### config.mk
export PLATFORM = sky130hd
export DESIGN_NAME = wb_stage
export DESIGN_NICKNAME = d
export VERILOG_FILES = /design/src/rtl/riscv_pkg.sv /design/src/rtl/wb_stage_load_align.sv /design/src/rtl/wb_stage.sv
export SDC_FILE = /design/constraint.sdc
export NUM_CORES = 1
export LEC_CHECK = 0
export CORE_ASPECT_RATIO = 1.25
export CORE_MARGIN = 1
export CORE_UTILIZATION = 35
export CTS_CLUSTER_SIZE = 25
export DETAILED_ROUTE_END_ITERATION = 8
export PLACE_DENSITY = 0.67
export SYNTH_ARGS = -nofsm -noshare
export SYNTH_HDL_FRONTEND = slang
export SYNTH_SLANG_ARGS = --single-unit
### constraint.sdc
create_clock -name clk -period 7.3 [get_ports clk]
set_input_delay 2.19 -clock clk [delete_from_list [all_inputs] [get_ports clk]]
set_output_delay 2.19 -clock clk [all_outputs]
set_load 0.05 [all_outputs]
### src/rtl/riscv_pkg.sv
// Shared RV32I pipeline definitions: writeback source selector, load funct3
// encodings and the MEM/WB pipeline register layout.
package riscv_pkg;

    // Writeback source selector; encoding 2'b11 is treated as ALU by consumers.
    typedef enum logic [1:0] {
        WB_ALU  = 2'b00,
        WB_LOAD = 2'b01,
        WB_PC4  = 2'b10
    } wb_sel_e;

    // Load funct3 encodings.
    localparam logic [2:0] F3_LB  = 3'b000;
    localparam logic [2:0] F3_LH  = 3'b001;
    localparam logic [2:0] F3_LW  = 3'b010;
    localparam logic [2:0] F3_LBU = 3'b100;
    localparam logic [2:0] F3_LHU = 3'b101;

    // MEM/WB pipeline register fields. wbsel is kept as raw bits so the
    // reserved 2'b11 encoding is carried without a lossy enum cast.
    typedef struct packed {
        logic        valid;
        logic [31:0] pc;
        logic [31:0] alu;
        logic [31:0] rdata;
        logic [2:0]  funct3;
        logic [4:0]  rd;
        logic        regwen;
        logic [1:0]  wbsel;
    } memwb_t;

    localparam memwb_t MEMWB_ZERO = '{
        valid:  1'b0,
        pc:     32'h0000_0000,
        alu:    32'h0000_0000,
        rdata:  32'h0000_0000,
        funct3: 3'b000,
        rd:     5'd0,
        regwen: 1'b0,
        wbsel:  2'b00
    };

endpackage

### src/rtl/wb_stage_load_align.sv
// load_align: purely combinational extraction and sign/zero extension of
// load data from an aligned memory word.
module load_align
    import riscv_pkg::*;
(
    input  logic [31:0] word,
    input  logic [1:0]  offset,
    input  logic [2:0]  funct3,
    output logic [31:0] data
);

    logic [7:0]  byte_s;
    logic [15:0] half_s;

    // Select the addressed byte and halfword; halfword ignores offset[0].
    always_comb begin
        byte_s = word[7:0];
        case (offset)
            2'd0:    byte_s = word[7:0];
            2'd1:    byte_s = word[15:8];
            2'd2:    byte_s = word[23:16];
            2'd3:    byte_s = word[31:24];
            default: byte_s = word[7:0];
        endcase
        if (offset[1]) begin
            half_s = word[31:16];
        end else begin
            half_s = word[15:0];
        end
    end

    // Extend per load type; unknown encodings pass the whole word.
    always_comb begin
        data = word;
        case (funct3)
            F3_LB:   data = {{24{byte_s[7]}}, byte_s};
            F3_LBU:  data = {24'h00_0000, byte_s};
            F3_LH:   data = {{16{half_s[15]}}, half_s};
            F3_LHU:  data = {16'h0000, half_s};
            F3_LW:   data = word;
            default: data = word;
        endcase
    end

endmodule

### src/rtl/wb_stage.sv
// wb_stage: writeback stage of the stalling RV32I pipeline. Holds the MEM/WB
// register, selects the writeback value, drives the register file write port
// and counts retired instructions.
// Optional feature macro: WB_BYPASS_EN (forward the WB write to decode reads).
module wb_stage
    import riscv_pkg::*;
#(
    parameter int XLEN  = 32,
    parameter int CNT_W = 64
) (
    input  logic             clk,
    input  logic             rst,
    input  logic             stall_i,
    input  logic             flush_i,
    input  logic             mem_valid_i,
    input  logic [31:0]      mem_pc_i,
    input  logic [XLEN-1:0]  mem_alu_i,
    input  logic [XLEN-1:0]  mem_rdata_i,
    input  logic [2:0]       mem_funct3_i,
    input  logic [4:0]       mem_rd_i,
    input  logic             mem_regwen_i,
    input  logic [1:0]       mem_wbsel_i,
    input  logic [4:0]       id_rs1_i,
    input  logic [4:0]       id_rs2_i,
    input  logic [XLEN-1:0]  rf_data1_i,
    input  logic [XLEN-1:0]  rf_data2_i,
    output logic [XLEN-1:0]  dataW_o,
    output logic [4:0]       rd_o,
    output logic             RegWEn_o,
    output logic [XLEN-1:0]  id_data1_o,
    output logic [XLEN-1:0]  id_data2_o,
    output logic             wb_valid_o,
    output logic [CNT_W-1:0] instret_o
);

    memwb_t           memwb_r;
    memwb_t           memwb_next_s;
    logic [31:0]      load_data_s;
    logic [31:0]      pc4_s;
    logic [XLEN-1:0]  wb_data_s;
    logic             wen_s;
    logic [CNT_W-1:0] instret_r;

    // Pack the incoming MEM instruction; flush only squashes valid.
    always_comb begin
        memwb_next_s        = MEMWB_ZERO;
        memwb_next_s.pc     = mem_pc_i;
        memwb_next_s.alu    = mem_alu_i;
        memwb_next_s.rdata  = mem_rdata_i;
        memwb_next_s.funct3 = mem_funct3_i;
        memwb_next_s.rd     = mem_rd_i;
        memwb_next_s.regwen = mem_regwen_i;
        memwb_next_s.wbsel  = mem_wbsel_i;
        if (flush_i) begin
            memwb_next_s.valid = 1'b0;
        end else begin
            memwb_next_s.valid = mem_valid_i;
        end
    end

    // MEM/WB register: reset over flush over stall over normal load.
    always_ff @(posedge clk) begin
        if (rst) begin
            memwb_r <= MEMWB_ZERO;
        end else if (flush_i) begin
            memwb_r <= memwb_next_s;
        end else if (stall_i) begin
            memwb_r <= memwb_r;
        end else begin
            memwb_r <= memwb_next_s;
        end
    end

    // Retired-instruction counter; an instruction retires when WB is valid
    // and not held. Wraps naturally at 2^CNT_W.
    always_ff @(posedge clk) begin
        if (rst) begin
            instret_r <= {CNT_W{1'b0}};
        end else if (memwb_r.valid && !stall_i) begin
            instret_r <= instret_r + {{(CNT_W-1){1'b0}}, 1'b1};
        end else begin
            instret_r <= instret_r;
        end
    end

    load_align u_load_align (
        .word   (memwb_r.rdata),
        .offset (memwb_r.alu[1:0]),
        .funct3 (memwb_r.funct3),
        .data   (load_data_s)
    );

    assign pc4_s = memwb_r.pc + 32'd4;

    // Writeback source mux; the reserved 2'b11 encoding selects the ALU.
    always_comb begin
        wb_data_s = memwb_r.alu;
        case (memwb_r.wbsel)
            WB_ALU:  wb_data_s = memwb_r.alu;
            WB_LOAD: wb_data_s = load_data_s;
            WB_PC4:  wb_data_s = pc4_s;
            default: wb_data_s = memwb_r.alu;
        endcase
    end

    // Write enable; writes to x0 never leave this stage.
    always_comb begin
        if (memwb_r.valid && memwb_r.regwen && (memwb_r.rd != 5'd0)) begin
            wen_s = 1'b1;
        end else begin
            wen_s = 1'b0;
        end
    end

    assign dataW_o    = wb_data_s;
    assign rd_o       = memwb_r.rd;
    assign RegWEn_o   = wen_s;
    assign wb_valid_o = memwb_r.valid;
    assign instret_o  = instret_r;

`ifdef WB_BYPASS_EN
    // Forward the value being written to decode reads of the same register.
    always_comb begin
        if (wen_s && (id_rs1_i == memwb_r.rd)) begin
            id_data1_o = wb_data_s;
        end else begin
            id_data1_o = rf_data1_i;
        end
        if (wen_s && (id_rs2_i == memwb_r.rd)) begin
            id_data2_o = wb_data_s;
        end else begin
            id_data2_o = rf_data2_i;
        end
    end
`else
    logic unused_rs_s;

    // No forwarding: decode operands come straight from the register file;
    // the hazard unit covers the WB-to-ID distance with a stall.
    always_comb begin
        id_data1_o  = rf_data1_i;
        id_data2_o  = rf_data2_i;
        unused_rs_s = ^{id_rs1_i, id_rs2_i};
    end
`endif

endmodule

# Word-level counts from Yosys, hierarchy flattened
# Cells that the tools add are included.
[word_totals]
register_bits = 172
wordCells = 35
inputBits = 186
[classes]
n_eq_ne = 9
n_addsub = 2
n_reduce_logical = 7
n_mux = 8
[ops]
columns = ["cell", "n"]
rows = [
  ["$mux W108", 2],
  ["$pmux W32 S4", 1],
  ["$add A64 B1 Y64 const B", 1],
  ["$pmux W32 S2", 1],
  ["$add A32 B3 Y32 const B", 1],
  ["$pmux W8 S4", 1],
  ["$mux W16", 1],
  ["$eq A2 B2 Y1 const B", 3],
  ["$eq A3 B3 Y1 const B", 2],
  ["$reduce_bool A5 Y1", 1],
  ["$eq A2 B1 Y1 const B", 2],
  ["$eq A3 B1 Y1 const B", 1],
  ["$logic_and A1 B1 Y1", 3],
  ["$logic_not A3 Y1", 1],
  ["$logic_not A2 Y1", 1],
  ["$mux W1", 2],
  ["$ne A2 B1 Y1 const B", 1],
  ["$logic_not A1 Y1", 1],
]

# Logic depth before layout (Yosys ltp)
# Gate-level depths: netlist of the first run.
[logic_depth]
depth_word = 4
depth_mapped = 8

# Cells and area by module
# From an unflattened synthesis of the first run, not the netlist that was laid out.
[unflattened]
hier_cells = 1226
hier_area_um2 = 9252.6
[by_module_without_submodules]
columns = ["module", "cells_each", "seq_area_each_um2", "instances", "area_each_um2"]
rows = [
  ["wb_stage", 1115, 3443.3, 1, 8584.5],
  ["load_align", 111, 0.0, 1, 668.1],
]

# Worst setup path after synthesis of the first run
# Ideal clock, no wire load.
[synth_path]
path_type = "reg2out"
from = "register memwb_r[79] (netlist bit)"
to = "output dataW_o[23]"
stages_incl_launch_ff = 6
arrival_ps = 2711
n_path_buf = 0
required_ps = 5110
path_slack_ps = 2399
cell_sequence = "dfxtp_1 nand3_1 nor4_1 nand2_1 xor2_1 o21ai_0"
[synth_between]
elab_chain_len = 2
[synth_lines]
columns = ["element", "line", "source"]
rows = [
  ["start, declared", "wb_stage.sv:36", "memwb_t memwb_r;"],
  ["start signal, assigned", "wb_stage.sv:66", "memwb_r <= memwb_next_s;"],
  ["start signal, assigned", "wb_stage.sv:68", "memwb_r <= memwb_r;"],
  ["start signal, assigned", "wb_stage.sv:70", "memwb_r <= memwb_next_s;"],
  ["$add A32 B3 Y32", "wb_stage.sv:93", "assign pc4_s = memwb_r.pc + 32'd4;"],
  ["$pmux W32 S2", "wb_stage.sv:98", "case (memwb_r.wbsel)"],
  ["end, declared", "wb_stage.sv:27", "output logic [XLEN-1:0] dataW_o,"],
]
# No other way between the ends.

# Worst setup path in the final report of the first run
[layout_path]
from = "register memwb_r[0] (netlist bit)"
to = "output dataW_o[24]"
[layout_between]
elab_chain_len = 2
[layout_lines]
columns = ["element", "line"]
rows = [
  ["$eq A2 B2 Y1 / $eq A2 B1 Y1 (equally long branches)", "wb_stage.sv:98"],
  ["$pmux W32 S2 *", "wb_stage.sv:98"],
]
# Every way passes the cells marked *; elsewhere a longest branch is shown, timed or not.

==> results of run 1 <==
==> Yosys cell counts (2+ instances only) <==
library cell  instances  area, um^2
a31oi_1               5        31.3
clkbuf_1             60         225
inv_1                22        82.6
a21oi_1             144         721
nand2b_1              6        37.5
and4_1                8        70.1
o211ai_1              6        45.0
nand4_1              34         213
a221o_1               3        30.0
nor3_1               15        75.1
buf_1                 5        18.8
mux2_2                5        56.3
xnor2_1              29         254
or4_1                 7        52.6
nand4b_4              2        47.6
nor2b_1               4        25.0
nor4_2                3        37.5
nor2_1               67         251
dfxtp_1             172        3440
nand2_1             264         991
nor4_1               13        81.3
o31ai_1               7        52.6
or4_2                 2        17.5
a221oi_1             23         201
and3_1                8        50.1
mux2i_1               7        70.1
nand3_1              30         150
buf_4                69         518
o21a_1                2        15.0
or3_1                22         138
o221ai_1              4        35.0
o21ai_0              46         230
xor2_1               34         298
ha_1                  4        50.1
==> per-stage QoR <==
step	area [um^2]	worst slack (ps)	cells
floorplan	8830	2400	1152
CTS	11200	1250	1600
global placement	10700	1710	1568
detailed placement	10700	1730	1568
global route	11200	1070	1600
finish	11200	1270	1603
==> how the worst max path moves through the flow <==
| stage | from | endpoint | cells past startpoint |
|---|---|---|---|
| 2_1_floorplan | memwb_r[79]$_SDFFE_PP0P_ | dataW_o[23] | 5 |
| 3_3_place_gp | memwb_r[0]$_SDFFE_PP0P_ | dataW_o[24] | 10 |
| 3_5_place_dp | memwb_r[0]$_SDFFE_PP0P_ | dataW_o[24] | 10 |
| 4_1_cts | memwb_r[0]$_SDFFE_PP0P_ | dataW_o[24] | 10 |
| 5_1_grt | memwb_r[0]$_SDFFE_PP0P_ | dataW_o[24] | 10 |
| 6_report | memwb_r[0]$_SDFFE_PP0P_ | dataW_o[24] | 10 |
==> power breakdown <==
group | internal, uW | switching [uW]
registers | 975 | 39.4
logic | 139 | 195
clock network | 449 | 426
==> worst max-delay path, delay by kind of cell (launching register included) <==
family | cells | cell delay [ps]
buf+inv | 5 | 1590
compound gates | 3 | 960
flops | 1 | 360
fa+ha+maj | 1 | 280
simple gates | 1 | 230
==> routing by layer <==
layer  global-route usage, %  vias up
met3                    5.59       73
met1                    23.8     3853
met5                       0        -
li1                        -     4146
met4                    10.4        4
met2                    35.3      259
==> kinds of logic after synthesis <==
family / after synthesis
compound gates: 246
xor+xnor: 63
fa+ha+maj: 4
buf+inv: 158
flops: 172
mux: 13
simple gates: 496
==> flip-flops by register name (all words and copies together), names as in the netlist <==
| signal | cells |
|---|---|
| rd_o | 5 |
| instret_o | 64 |
| memwb_r | 102 |
| wb_valid_o | 1 |
==> layout make-up <==
| class | count | area share (%) |
|---|---|---|
| diodes | 3 | 0.0668 |
| clock buffers | 17 | 3.78 |
| clock inverters | 15 | 1.17 |
| inverters | 22 | 0.735 |
| multi-input cells | 822 | 40.4 |
| flip-flops and latches | 172 | 30.6 |
| well taps | 330 | 3.67 |
| repair buffers | 222 | 19.6 |
==> flow_metrics.tcl, run 1 <==
set metrics [dict create \
    postSynthNetCount 1342 \
    hp-class "flip-flop to flip-flop" \
    unrepaired_setup_endpoints_after_global_routing "no" \
    drt-met1-wl_mm 10.8 \
    full_die_area_um2 25900 \
    whs_path_depth 2 \
    drt_first_pass_iters 5 \
    synthDistinctLibCells 54 \
    yosys_warnings 0 \
    timing.final.setup_violations 0 \
    mostFrequentLayoutCell "nand2_1" \
    dr_wl_met3_mm 1.91 \
    ys.flop_type "dfxtp_1" \
    worst_hold_startpoint "memwb_r[13]$_SDFFE_PP0P_" \
    timing.max_slew.rel_slack_pct 22.6 \
    worstMarginPinSlew_ps 1160 \
    grt_first_pass_wirelength_mm 42.1 \
    drt_first_iter_violations 403 \
    post_synth_mux_area_share_pct 1.69 \
    path_max_fanout 30 \
    postSynth.asyncResetShare_pct 0 \
    cts-hold-fix-buffers 0 \
    synth_area_in_compound_gates_pct 16.0 \
    most_frequent_cells_in_the_layout "nand2_1 (264), clkdlybuf4s50_1 (213), dfxtp_1 (172)" \
    finalWirelength_mm 26.9 \
    io_buffers 214 \
    globalRoute.totalOverflow 0 \
    clock_sinks 172 \
    core.rowCount 64 \
    syn_avg_cell_area_um2 7.66 \
    adder_and_majority_cell_fraction_of_the_synthesized_area_pct 0.567 \
    clockRootBuffer "clkbuf_16" \
    cts_setup_buffers 0 \
    multiInputGateArea_um2 4540 \
    min_period_ps 6030 \
    timing.critical_path.to_type "output pin" \
    synth_simple_gate_area_share_pct 26.7 \
    die_x_um 144 \
    cp.required_ps 5110 \
    top_level_ports 353 \
    critical_path_cell_with_the_highest_stage_delay "clkdlybuf4s50_1" \
    coreArea_um2 24600 \
    drt_drc_violations_left 0 \
    h-tree-depth 4 \
    max-vdd-ir-drop_mv 0.154 \
    grt_antenna_before_repair 5 \
    dpl.hpwl_mm 19.1 \
    fin_worst_hold_slack_ps 450 \
    worstRegToRegCells 5 \
    cts_repair_resize_count 0 \
    cp_cell_sequence "inv_1, ha_1, buf_4, inv_1, nand2_1, a2111oi_2, buf_4, a221oi_1, o211ai_1, clkdlybuf4s50_1" \
    timing.setup.tns_ps 0 \
    final_hold_viol_count 0 \
    synth_edf_count 0 \
    synth-seq-cells 172 \
    ctsLongestPathBuffers 2 \
    fin_util_pct 45.7 \
    area.growth.synth_to_final_pct 27.3 \
    netlist_instances 1152 \
    cp_slowest_stage_delay_ps 870 \
    tritoncts.num_buffers 17 \
    maxUsedRoutingLayer "met5" \
    initial_core_util_pct 35.9 \
    fillerInstances 2509 \
    cts_tree "built" \
    post_drt_wl_per_cell_um 16.8 \
    regToRegStartpoint "instret_o[11]$_SDFFE_PP0P_" \
    drv.max_cap_violation_count 0 \
    global_route.usage.total_pct 20.8 \
    routed-via-count 8335 \
    flop2flop_setup_slack_ps 4470 \
    worst_hold_path.endpoint "memwb_r[13]$_SDFFE_PP0P_" \
    clk_slew_on_worst_s_h_paths_ps 70 \
    insertion_delay_ps 430 \
    seq_area_frac_synth_pct 39.0 \
    gpl.final_weighted_congestion 0.904 \
    outcome "finished, final reports clean" \
    finalCritPeriodShare_pct 82.5 \
    ant_nets 0 \
    floorplan.die.height_um 180 \
    setup.worst_path.class "flip-flop to output pin" \
    synth-xor-area-share_pct 6.25 \
    route.met2.wl_mm 13.2 \
    clock.fmax_mhz 166 \
    power.static_leakage_uw 0.00392 \
    vias_in_the_first_global_route 8033 \
    drive_above_1_share_pct 4.88 \
    worst_clock_skew_ps 10.9 \
    power.total_uw 2220 \
    worstPathArrival_ps 3840 \
    grt_start_max_net_pins 108 \
    p_per_area_nw_per_um2 198 \
    synth.cell_area_um2 8830 \
    final_max_slew_viol_count 0 \
    vias_per_cell 5.20 \
    area.sequential_um2 3440 \
    critical_path.reg2reg.endpoint "instret_o[55]$_SDFFE_PP0P_" \
    num-nets-final 1447 \
    synth_top_family_by_area "simple AND/OR/NAND/NOR gates" \
    start_kind "flip-flop" \
]
Note: power is estimated with default switching activity, not from simulation.
==> run 2, diff against run 1 <==
--- a/config.mk
+++ b/config.mk
@@ -10,7 +10,7 @@
 export CORE_UTILIZATION = 35
 export CTS_CLUSTER_SIZE = 25
 export DETAILED_ROUTE_END_ITERATION = 8
-export PLACE_DENSITY = 0.67
+export PLACE_DENSITY = 0.7
 export SYNTH_ARGS = -nofsm -noshare
 export SYNTH_HDL_FRONTEND = slang
 export SYNTH_SLANG_ARGS = --single-unit
==> constraint.sdc (replaced) <==
create_clock -name clk -period 5.4 [get_ports clk]
set_input_delay 1.62 -clock clk [delete_from_list [all_inputs] [get_ports clk]]
set_output_delay 1.62 -clock clk [all_outputs]
set_load 0.05 [all_outputs]
==> run 2 against run 1 <==
Against the previous run:
- via count up 0.59%
- worst hold slack better by 4.9 ps
- utilization up 1.2 points
- routed wire length up 2.1%
- final area up 2.7%
- critical path depth down 4
- register-to-register slack worse by 2000 ps
- non-clock buffer count up 7
- clock power up 47%
==> flow_metrics.tcl, run 2 (synthesized netlist as in run 1, its figures left out) <==
set metrics [dict create \
    outcome "finished, final reports clean" \
    drt_drc_violations_left 0 \
    h-tree-depth 4 \
    num-nets-final 1454 \
    setup.worst_path.class "flip-flop to output pin" \
    whs_path_depth 2 \
    cts_tree "built" \
    io_buffers 214 \
    worstPathArrival_ps 3490 \
    drive_above_1_share_pct 6.58 \
    place_worst_setup_slack_ps 799 \
    grt_antenna_before_repair 7 \
    start_kind "flip-flop" \
    path_max_fanout 15 \
    area.growth.synth_to_final_pct 30.7 \
    cts_repair_resize_count 0 \
    clockRootBuffer "clkbuf_16" \
    hp-class "flip-flop to flip-flop" \
    core.rowCount 64 \
    ant_nets 0 \
    gpl.final_weighted_congestion 0.921 \
    floorplan.die.height_um 180 \
    area.sequential_um2 3440 \
    cp.required_ps 3780 \
    globalRoute.totalOverflow 0 \
    vias_per_cell 5.21 \
    power.total_uw 3150 \
    full_die_area_um2 25900 \
    worstRegToRegCells 5 \
    timing.setup.tns_ps 0 \
    ctsLongestPathBuffers 2 \
    min_period_ps 5110 \
    drv.max_cap_violation_count 0 \
    clk_slew_on_worst_s_h_paths_ps 70 \
    fillerInstances 2422 \
    finalCritPeriodShare_pct 94.6 \
    final_max_slew_viol_count 0 \
    grt_start_max_net_pins 87 \
    fin_worst_hold_slack_ps 454 \
    p_per_area_nw_per_um2 273 \
    cts-hold-fix-buffers 0 \
    timing.final.setup_violations 0 \
    timing.max_slew.rel_slack_pct 37.1 \
    grt_first_pass_wirelength_mm 42.6 \
    cts_setup_buffers 0 \
    die_x_um 144 \
    most_frequent_cells_in_the_layout "nand2_1 (264), clkdlybuf4s50_1 (197), dfxtp_1 (172)" \
    dpl.hpwl_mm 20.3 \
    vias_in_the_first_global_route 7944 \
    routed-via-count 8384 \
    tritoncts.num_buffers 17 \
    clock.fmax_mhz 196 \
    max-vdd-ir-drop_mv 0.206 \
    largest_register_ffs 102 \
    drt_first_pass_iters 5 \
    worst_clock_skew_ps 11.0 \
    mostFrequentLayoutCell "nand2_1" \
    finalWirelength_mm 27.5 \
    insertion_delay_ps 430 \
    post-route-worst-setup-slack_ps 289 \
    worstMarginPinSlew_ps 943 \
    power.static_leakage_uw 0.00406 \
    clock_sinks 172 \
    registers.top_by_ff_count "memwb_r" \
    multiInputGateArea_um2 4540 \
    final_hold_viol_count 0 \
    coreArea_um2 24600 \
    placed_cells_incl_taps 1575 \
    timing.critical_path.to_type "output pin" \
    drt_first_iter_violations 500 \
    global_route.usage.total_pct 21.3 \
    top_level_ports 353 \
    post_drt_wl_per_cell_um 17.1 \
    initial_core_util_pct 35.9 \
    unrepaired_setup_endpoints_after_global_routing "no" \
    final_cell_count_no_fill 1610 \
]
## run 2: cell types whose count changed in the layout (fill, tap and decap cells not counted), sizes merged, moves of 2 or more
cell           delta
buf              +23
clkdlybuf4s50    -16
inv               -5
bufinv            +3
clkbuf            +2
clkinv            -2
## run 2: stage by stage
step,instance area (um^2),util [%]
after floorplan,8830,-
after global placement,10900,44.4
after detailed placement,10900,44.4
after CTS,11500,46.9
after global routing,11500,46.9
final,11500,46.9
## run 2: cell type report
cell class / count / share of cell area [%]
sequential: 172 / 29.8
inverter: 22 / 0.716
multi-input combinational: 822 / 39.3
antenna: 4 / 0.0867
clock inverter: 12 / 1.41
tap: 330 / 3.58
timing repair buffer: 229 / 21.1
clock buffer: 19 / 3.92
## run 2: worst paths after layout
check        slack, ps                          to                        from
max                290                  dataW_o[9]    memwb_r[44]$_SDFFE_PP0P_
min                450    memwb_r[13]$_SDFFE_PP0P_    memwb_r[13]$_SDFFE_PP0P_
max reg2reg       2500  instret_o[57]$_SDFFE_PP0P_  instret_o[11]$_SDFFE_PP0P_
min reg2reg        450    memwb_r[13]$_SDFFE_PP0P_    memwb_r[13]$_SDFFE_PP0P_
## run 2: per-layer routing
metal	vias to the layer above	part of all wire (%)	track usage [%]
met5	-	0.11	0
met4	4	4.4	11.4
met3	72	7.0	5.38
met1	3876	39	24.4
li1	4156	-	-
met2	276	49	36.0
## run 2: where the power goes
group,switching [uW],leakage [uW],internal (uW)
registers,54.0,0.00141,1320
clock network,537,0.000290,757
logic,274,0.00236,212
## run 2: critical path, cell delays in order, from the launching register on
cell,delay [ps]
dfxtp_1,720
mux4_2,420
a21oi_1,540
a221oi_1,290
a21oi_1,250
o21ai_0,130
clkdlybuf4s50_1,720
